==> src/rtl/ram_arbiter_pkg.sv <==
// Shared types for the two-master data-RAM arbiter: FSM states, master ids, lane count.
package ram_arbiter_pkg;

    typedef enum logic [1:0] {
        StIdle = 2'd0,
        StOwn0 = 2'd1,
        StOwn1 = 2'd2
    } arb_state_e;

    localparam logic MstM0 = 1'b0;
    localparam logic MstM1 = 1'b1;

    localparam int unsigned NumLanes = 4;

endpackage

==> src/rtl/ram_arb_pick.sv <==
// Combinational winner select for the RAM arbiter.
// RAM_ARB_RR_EN selects round-robin ties instead of fixed priority with starve override.
module ram_arb_pick
    import ram_arbiter_pkg::*;
(
    input  arb_state_e state,
    input  logic       m0_req,
    input  logic       m1_req,
`ifdef RAM_ARB_RR_EN
    input  logic       last_served,
`else
    input  logic       starve_hit,
`endif
    output logic       gnt0,
    output logic       gnt1
);

    logic tie_to_m1;

    always_comb begin
`ifdef RAM_ARB_RR_EN
        tie_to_m1 = (last_served == MstM0);
`else
        tie_to_m1 = starve_hit;
`endif
        gnt0 = 1'b0;
        gnt1 = 1'b0;
        case (state)
            StOwn0: gnt0 = m0_req;
            StOwn1: gnt1 = m1_req;
            default: begin
                if (m0_req && m1_req) begin
                    gnt0 = !tie_to_m1;
                    gnt1 = tie_to_m1;
                end else begin
                    gnt0 = m0_req;
                    gnt1 = m1_req;
                end
            end
        endcase
    end

endmodule

==> src/rtl/ram_arbiter.sv <==
// Two-master arbiter for the byte-banked data RAM with locked bursts and return routing.
// RAM_ARB_RR_EN: round-robin ties; otherwise fixed m0 priority with m1 starvation override.
module ram_arbiter
    import ram_arbiter_pkg::*;
#(
    parameter int unsigned ADDR_W     = 32,
    parameter int unsigned DATA_W     = 32,
    parameter int unsigned RAM_AW     = 11,
    parameter int unsigned STARVE_MAX = 8
) (
    input  logic                clk,
    input  logic                rstn,
    input  logic                m0_req,
    input  logic                m0_lock,
    input  logic                m0_we,
    input  logic [ADDR_W-1:0]   m0_addr,
    input  logic [NumLanes-1:0] m0_wstrb,
    input  logic [DATA_W-1:0]   m0_wdata,
    output logic                m0_gnt,
    output logic                m0_rvalid,
    output logic [DATA_W-1:0]   m0_rdata,
    input  logic                m1_req,
    input  logic                m1_lock,
    input  logic                m1_we,
    input  logic [ADDR_W-1:0]   m1_addr,
    input  logic [NumLanes-1:0] m1_wstrb,
    input  logic [DATA_W-1:0]   m1_wdata,
    output logic                m1_gnt,
    output logic                m1_rvalid,
    output logic [DATA_W-1:0]   m1_rdata,
    output logic                ram_en,
    output logic [NumLanes-1:0] ram_we,
    output logic [RAM_AW-1:0]   ram_addr,
    output logic [DATA_W-1:0]   ram_wdata,
    input  logic [DATA_W-1:0]   ram_rdata
);

    arb_state_e          state_q, state_d;
    logic                rv0_q, rv0_d, rv1_q, rv1_d;
    logic [DATA_W-1:0]   hold0_q, hold0_d, hold1_q, hold1_d;
    logic                gnt0_raw, gnt1_raw;
    logic                sel_we;
    logic [ADDR_W-1:0]   sel_addr;
    logic [NumLanes-1:0] sel_wstrb;
    logic                unused_addr_bits;

`ifdef RAM_ARB_RR_EN
    logic last_q, last_d;

    ram_arb_pick u_pick (
        .state       (state_q),
        .m0_req      (m0_req),
        .m1_req      (m1_req),
        .last_served (last_q),
        .gnt0        (gnt0_raw),
        .gnt1        (gnt1_raw)
    );

    always_comb begin
        last_d = last_q;
        if (m1_gnt) begin
            last_d = MstM1;
        end else if (m0_gnt) begin
            last_d = MstM0;
        end
    end

    always_ff @(posedge clk) begin
        if (!rstn) begin
            last_q <= MstM1;
        end else begin
            last_q <= last_d;
        end
    end
`else
    localparam int unsigned StarveW = $clog2(STARVE_MAX + 1);

    logic [StarveW-1:0] starve_q, starve_d;
    logic               starve_hit;

    assign starve_hit = (starve_q == StarveW'(STARVE_MAX));

    ram_arb_pick u_pick (
        .state      (state_q),
        .m0_req     (m0_req),
        .m1_req     (m1_req),
        .starve_hit (starve_hit),
        .gnt0       (gnt0_raw),
        .gnt1       (gnt1_raw)
    );

    // Counts while m1 waits, including behind an m0 lock; only an m1 grant clears it.
    always_comb begin
        starve_d = starve_q;
        if (m1_gnt) begin
            starve_d = '0;
        end else if (m1_req && !starve_hit) begin
            starve_d = starve_q + 1'b1;
        end
    end

    always_ff @(posedge clk) begin
        if (!rstn) begin
            starve_q <= '0;
        end else begin
            starve_q <= starve_d;
        end
    end
`endif

    // Reset is gated straight into the outputs so nothing leaks during the reset cycle.
    assign m0_gnt = gnt0_raw & rstn;
    assign m1_gnt = gnt1_raw & rstn;

    always_comb begin
        sel_we    = m1_gnt ? m1_we    : m0_we;
        sel_addr  = m1_gnt ? m1_addr  : m0_addr;
        sel_wstrb = m1_gnt ? m1_wstrb : m0_wstrb;
        ram_en    = m0_gnt | m1_gnt;
        ram_we    = ram_en ? (sel_wstrb & {NumLanes{sel_we}}) : '0;
        ram_addr  = sel_addr[RAM_AW+1:2];
        ram_wdata = m1_gnt ? m1_wdata : m0_wdata;
    end

    assign unused_addr_bits = ^{m0_addr[ADDR_W-1:RAM_AW+2], m0_addr[1:0],
                                m1_addr[ADDR_W-1:RAM_AW+2], m1_addr[1:0]};

    always_comb begin
        state_d = StIdle;
        if (m0_gnt && m0_lock) begin
            state_d = StOwn0;
        end else if (m1_gnt && m1_lock) begin
            state_d = StOwn1;
        end
        rv0_d   = m0_gnt;
        rv1_d   = m1_gnt;
        hold0_d = rv0_q ? ram_rdata : hold0_q;
        hold1_d = rv1_q ? ram_rdata : hold1_q;
    end

    always_ff @(posedge clk) begin
        if (!rstn) begin
            state_q <= StIdle;
            rv0_q   <= 1'b0;
            rv1_q   <= 1'b0;
            hold0_q <= '0;
            hold1_q <= '0;
        end else begin
            state_q <= state_d;
            rv0_q   <= rv0_d;
            rv1_q   <= rv1_d;
            hold0_q <= hold0_d;
            hold1_q <= hold1_d;
        end
    end

    always_comb begin
        m0_rvalid = rv0_q & rstn;
        m1_rvalid = rv1_q & rstn;
        m0_rdata  = !rstn ? '0 : (rv0_q ? ram_rdata : hold0_q);
        m1_rdata  = !rstn ? '0 : (rv1_q ? ram_rdata : hold1_q);
    end

endmodule

==> config.mk <==
export PLATFORM = sky130hd
export DESIGN_NAME = ram_arbiter
export DESIGN_NICKNAME = d
export VERILOG_FILES = /design/src/rtl/ram_arbiter_pkg.sv /design/src/rtl/ram_arb_pick.sv /design/src/rtl/ram_arbiter.sv
export SDC_FILE = /design/constraint.sdc
export NUM_CORES = 1
export LEC_CHECK = 0
export ABC_AREA = 1
export CAP_MARGIN = 20
export CORE_MARGIN = 8
export CORE_UTILIZATION = 31
export DETAILED_ROUTE_END_ITERATION = 10
export HOLD_SLACK_MARGIN = 0.15
export MAX_ROUTING_LAYER = met4
export PLACE_DENSITY_LB_ADDON = 0.2
export SETUP_SLACK_MARGIN = 0.4
export SLEW_MARGIN = 20
export SYNTH_ARGS = -nofsm -noshare
export SYNTH_HDL_FRONTEND = slang
export SYNTH_SLANG_ARGS = --single-unit
==> constraint.sdc <==
create_clock -name clk -period 1.8 [get_ports clk]
set_input_delay 0.27 -clock clk [delete_from_list [all_inputs] [get_ports clk]]
set_output_delay 0.27 -clock clk [all_outputs]
set_load 0.05 [all_outputs]
# After elaboration in Yosys (flattened, before gate mapping)
# Cells that the tools add are included.
# totals
output_inout_bits,116
in_bits,176
regBits,72
# classes
eq_ne,3
addsub,1
bitwise,7
n_reduce_logical,7
muxes,15
# op_table
op,n
2-to-1 mux 32 bit,5
2-to-1 mux 13 bit,1
2-to-1 mux 4 bit,2
"adder 4 x 1 -> 4 bit, second input constant",1
AND 1 bit,4
AND 4 bit,1
"equality test 4 bit, second input constant",1
logical AND 1 bit,4
2-to-1 mux 1 bit,4
case mux 1 bit (2 select lines),2
OR reduction 2 bit,2
"equality test 2 x 1 -> 1 bit, second input constant",1
"equality test 2 bit, second input constant",1
2-to-1 mux 2 bit,1
zero test 1 bit,1
inverter 1 bit,1
bitwise OR 1 bit,1

# Depth between registers and ports, before layout
# Gate-level depths: netlist of the first run.
# depth
ltp_word,7
ltp_mapped,11

# By module
# Synthesis of the first run repeated with hierarchy kept, for this count alone.
# unflattened
cells_unflattened,507
hier_area_um2,3228.1
# by_module_without_submodules
module,area_per_inst_um2,seq_area_each_um2,instances,cells_per_inst
ram_arbiter,3155.5,1441.4,1,493
ram_arb_pick,72.6,0.0,1,14

# Least setup slack after synthesis of the first run
# Ideal clock, no wire load.
# synth_path
kind,register to output
start,register state_q[0]
end,output ram_we[0]
n_path_buf,1
arrival_time_ns,1.946
path_stages_with_launch,11
required_ns,1.530
path_slack_ns,-0.416
path_cell_list,dfxtp_1 -> inv_1 -> ha_1 -> nand2_1 -> nor2_1 -> nand2_2 -> nand3_4 -> buf_6 -> nand2_1 -> nand2_2 -> nor2_1
# synth_between
elab_chain_cells,6
word_cells_on_any_way,11
cone_classes,eq/ne: 2; mux: 5; bitwise: 4
# synth_lines
item,line_no,source
"start, declared",ram_arbiter.sv:38,"arb_state_e state_q, state_d;"
"start signal, assigned",ram_arbiter.sv:143,state_q <= StIdle;
"start signal, assigned",ram_arbiter.sv:149,state_q <= state_d;
equality test 2 bit or equality test 2 x 1 -> 1 bit (tied branches),ram_arb_pick.sv:28,case (state)
case mux 1 bit (2 select lines),ram_arb_pick.sv:28,
AND 1 bit,ram_arbiter.sv:113,assign m1_gnt = gnt1_raw & rstn;
2-to-1 mux 4 bit or 2-to-1 mux 1 bit (tied branches),"ram_arbiter.sv:118, ram_arbiter.sv:116",
AND 4 bit,ram_arbiter.sv:120,ram_we = ram_en ? (sel_wstrb & {NumLanes{sel_we}}) : '0;
2-to-1 mux 4 bit (*),ram_arbiter.sv:120,
"end, declared",ram_arbiter.sv:32,"output logic [NumLanes-1:0] ram_we,"
# Every way passes the cells marked *; elsewhere a longest branch is shown, timed or not.

# Worst setup path in the final report of the first run
# layout_path
start,register state_q[0]
end,output ram_wdata[0]
# layout_between
elab_chain_cells,4
word_cells_on_any_way,5
cone_classes,eq/ne: 2; mux: 2; bitwise: 1
# layout_lines
item,line_no,source
equality test 2 bit or equality test 2 x 1 -> 1 bit (tied branches),ram_arb_pick.sv:28,
case mux 1 bit (2 select lines) (*),ram_arb_pick.sv:28,
AND 1 bit (*),ram_arbiter.sv:113,
2-to-1 mux 32 bit (*),ram_arbiter.sv:122,ram_wdata = m1_gnt ? m1_wdata : m0_wdata;
"end, declared",ram_arbiter.sv:34,"output logic [DATA_W-1:0] ram_wdata,"
# Marks and branches as above.

==> out/qor.yml, run 1 <==
async_flop_share_pct: 0
power_density_nw_per_um2: 676.0
place_worst_setup_slack_ns: -0.2659
final_nets: 975
worst_pin_slew_ns: 0.5104
row_count: 37
clockRootBuffer: "clkbuf_8"
grt_pass1_vias: 4904
netlist_top_cells_area: "dfxtp_1, nand2_1, nor2_1"
final_standard_cell_count_with_taps_included_and_fillers_excluded: 937
cts-root-to-sink-buffers: 2
drt-total-wl_mm: 23.81
post_synth_num_cell_types: 20
finalClockSkew_ns: 0.01446
violations: "negative setup slack"
grt_overflow_total: 0
floorplan.die_area_um2: 14110
post-route-cell-area_um2: 9462
timing.critical_path.buf_inv: 4
total_neg_setup_slack_ns: -21.67
post-synth-top-count-cell: "nand2_1"
gp_congestion: 0.8196
numCtsBuffers: 9
max_slew_margin_pct: 65.62
synth-seq-area-share_pct: 44.02
status: "finished, violations left"
timing.critical_path.cells: "inv_2 > ha_4 > nand2_4 > nor2_4 > nand2_2 > nand3_4 > buf_6 > buf_12 > nand2_1 > nand2_4 > buf_12"
drt_iter0_markers: 327
port-buffer-count: 249
worst_setup_hold_path_clk_slew_ns: 0.08
clock_sink_count: 72
setup.worst_path.start_class: "flop"
cts_htree_levels: 3
design.portCount: 292
power.leakage_nw: 3.804
critPathArrivalTime_ns: 2.00
area_growth_syn_to_layout_pct: 189.0
chipWidth_um: 118.8
synth_largest_type_area_fraction_pct: 44.02
final_critical_path_setup_slack_ns: -0.4664
grt_setup_unrepaired: "yes"
yosysWarnings: 0
placedInstanceArea_um2: 7367
dp_hpwl_mm: 12.56
crit_type: "flop to output pin"
cap_viol_max_count: 0
via_count: 4936
antenna_found_initial: 1
fraction_of_final_layout_cells_with_drive_strength_greater_than_1_pct: 60.88
synth_top_flop_cell: "dfxtp_1"
synth.largest_area_cell: "dfxtp_1"
drtPass1Iterations: 4
min_period_over_period_pct: 125.9
post_drt_wl_per_cell_um: 25.41
hold_path_class: "input pin to flop"
number_of_flip_flops_and_latches_in_the_synthesized_netlist: 72
clkLatencyLatePin_ns: 0.37
cts_tree: "yes"
placeableCoreArea_um2: 10280
netlist_top_cells_count: "nand2_1, nor2_1, dfxtp_1"
synth.avg_cell_area_um2: 6.458
critical_path.slowest_cell: "dfxtp_2"
peakVddDrop_mv: 0.6466
ant_nets: 0
syn_area_um2: 3274
synth_enable_flop_cells: 0
drv_slew: 0
grt_start_max_net_pins: 40
initial_utilization_pct: 31.86
critPathMaxFanout: 8
drc: 0
netlist_instances: 507
timing.critical_path.max_delay_family: "simple AND/OR/NAND/NOR gates"
hold_viol_final: 0
finalWorstPathRequiredPeriod_ns: 2.266
final-setup-viol-count: 66
routed_via_density: 5.268
fmax_mhz: 441.2
grtUsageTotal_pct: 26.18
timing.critical_path.slowest_cell_delay_ns: 0.34
critPathCaptureType: "output pin"
worst_hold_slack_ns: 0.4856
num-fill-cells: 344
synthesis.nets: 687
layout.core_utilization_pct: 92.06
power.total_mw: 6.396
worst_ep_required_time_ns: 1.53
wire_length_of_the_first_global_routing_pass_mm: 28.26
place.detailed.instances: 888
die_height_um: 118.8
tightest hold or removal path, delay by kind of cell:
family | cells | cell delay, ns
and+or+nand+nor | 1 | 0.05
buffers and inverters | 2 | 0.49
final cells by class:
| class | count | area [µm²] | area share [%] |
|---|---|---|---|
| repair buffers | 306 | 4046 | 42.77 |
| clock buffers | 10 | 137.6 | 1.455 |
| inverters | 23 | 117.6 | 1.243 |
| flip-flops and latches | 72 | 1451 | 15.34 |
| clock inverters | 6 | 65.06 | 0.6876 |
| multi-input cells | 383 | 3471 | 36.68 |
| diodes | 1 | 2.502 | 0.02645 |
| well taps | 136 | 170.2 | 1.798 |
metal layers:
layer	wire, µm	GRT usage (%)	share of wire, %	vias up
met4	1207	9.249	5.1	0
met3	1809	6.759	7.6	87
met2	12710	48.29	53	291
li1	-	-	-	2162
met5	0	-	0	-
met1	8084	26.08	34	2396
cell families (layout without fill, tap and decap cells):
logic type,count (synthesis),count (layout),share of synthesized area (%)
simple gates,311,311,37.10
compound gates,68,68,10.39
other cells,0,1,0
flops,72,72,44.02
fa+ha+maj,4,4,1.529
buf+inv,52,345,6.955
final timing paths:
check,start,end,slack [ns],cells past startpoint
max,state_q[0],ram_wdata[0],-0.47,11
min reg2reg,starve_q[1],starve_q[1],0.53,2
max reg2reg,state_q[0],state_q[1],0.21,10
min,m0_lock,state_q[0],0.49,3
where the power goes:
part	switching [mW]	total [mW]	internal, mW
Combinational	1.80	3.21	1.41
Clock	0.710	1.39	0.684
Sequential	0.0876	1.79	1.71
Total	2.60	6.40	3.80
registers in the layout, indices dropped and copies added (netlist names):
signal,flops
hold0_q,32
hold1_q,32
rv0_q,1
rv1_q,1
starve_q,4
state_q,2
layout by cell type (no fill, tap or decap), types with 6 or more instances in the layout:
| master | count |
|---|---|
| nor2_2 | 17 |
| clkbuf_8 | 11 |
| buf_4 | 32 |
| dfxtp_1 | 68 |
| o21ai_2 | 15 |
| buf_12 | 66 |
| buf_8 | 46 |
| o21ai_4 | 23 |
| buf_16 | 6 |
| inv_2 | 10 |
| o21ai_0 | 17 |
| nor2_4 | 119 |
| clkdlybuf4s50_1 | 132 |
| buf_6 | 19 |
| nand2_4 | 61 |
| o21ai_1 | 9 |
| nand2_1 | 64 |
| inv_1 | 7 |
| nand2_2 | 31 |
what timing repair did:
action | in CTS | in global routing
setup buffers | 9 | 14
pin swaps | 40 | 31
hold buffers | 0 | 0
gates cloned | 6 | 3
endpoints found under the hold margin | 0 | 0
setup endpoints to repair | 123 | 123
gates resized for setup | 258 | 181
No activity file was read; power rests on OpenSTA's default activity.
==> inputs of run 2 (changes only) <==
- SLEW_MARGIN: 20 -> default
==> results of run 2 <==
Same layout as run 1: the final DEF is identical, and so are final timing and power.
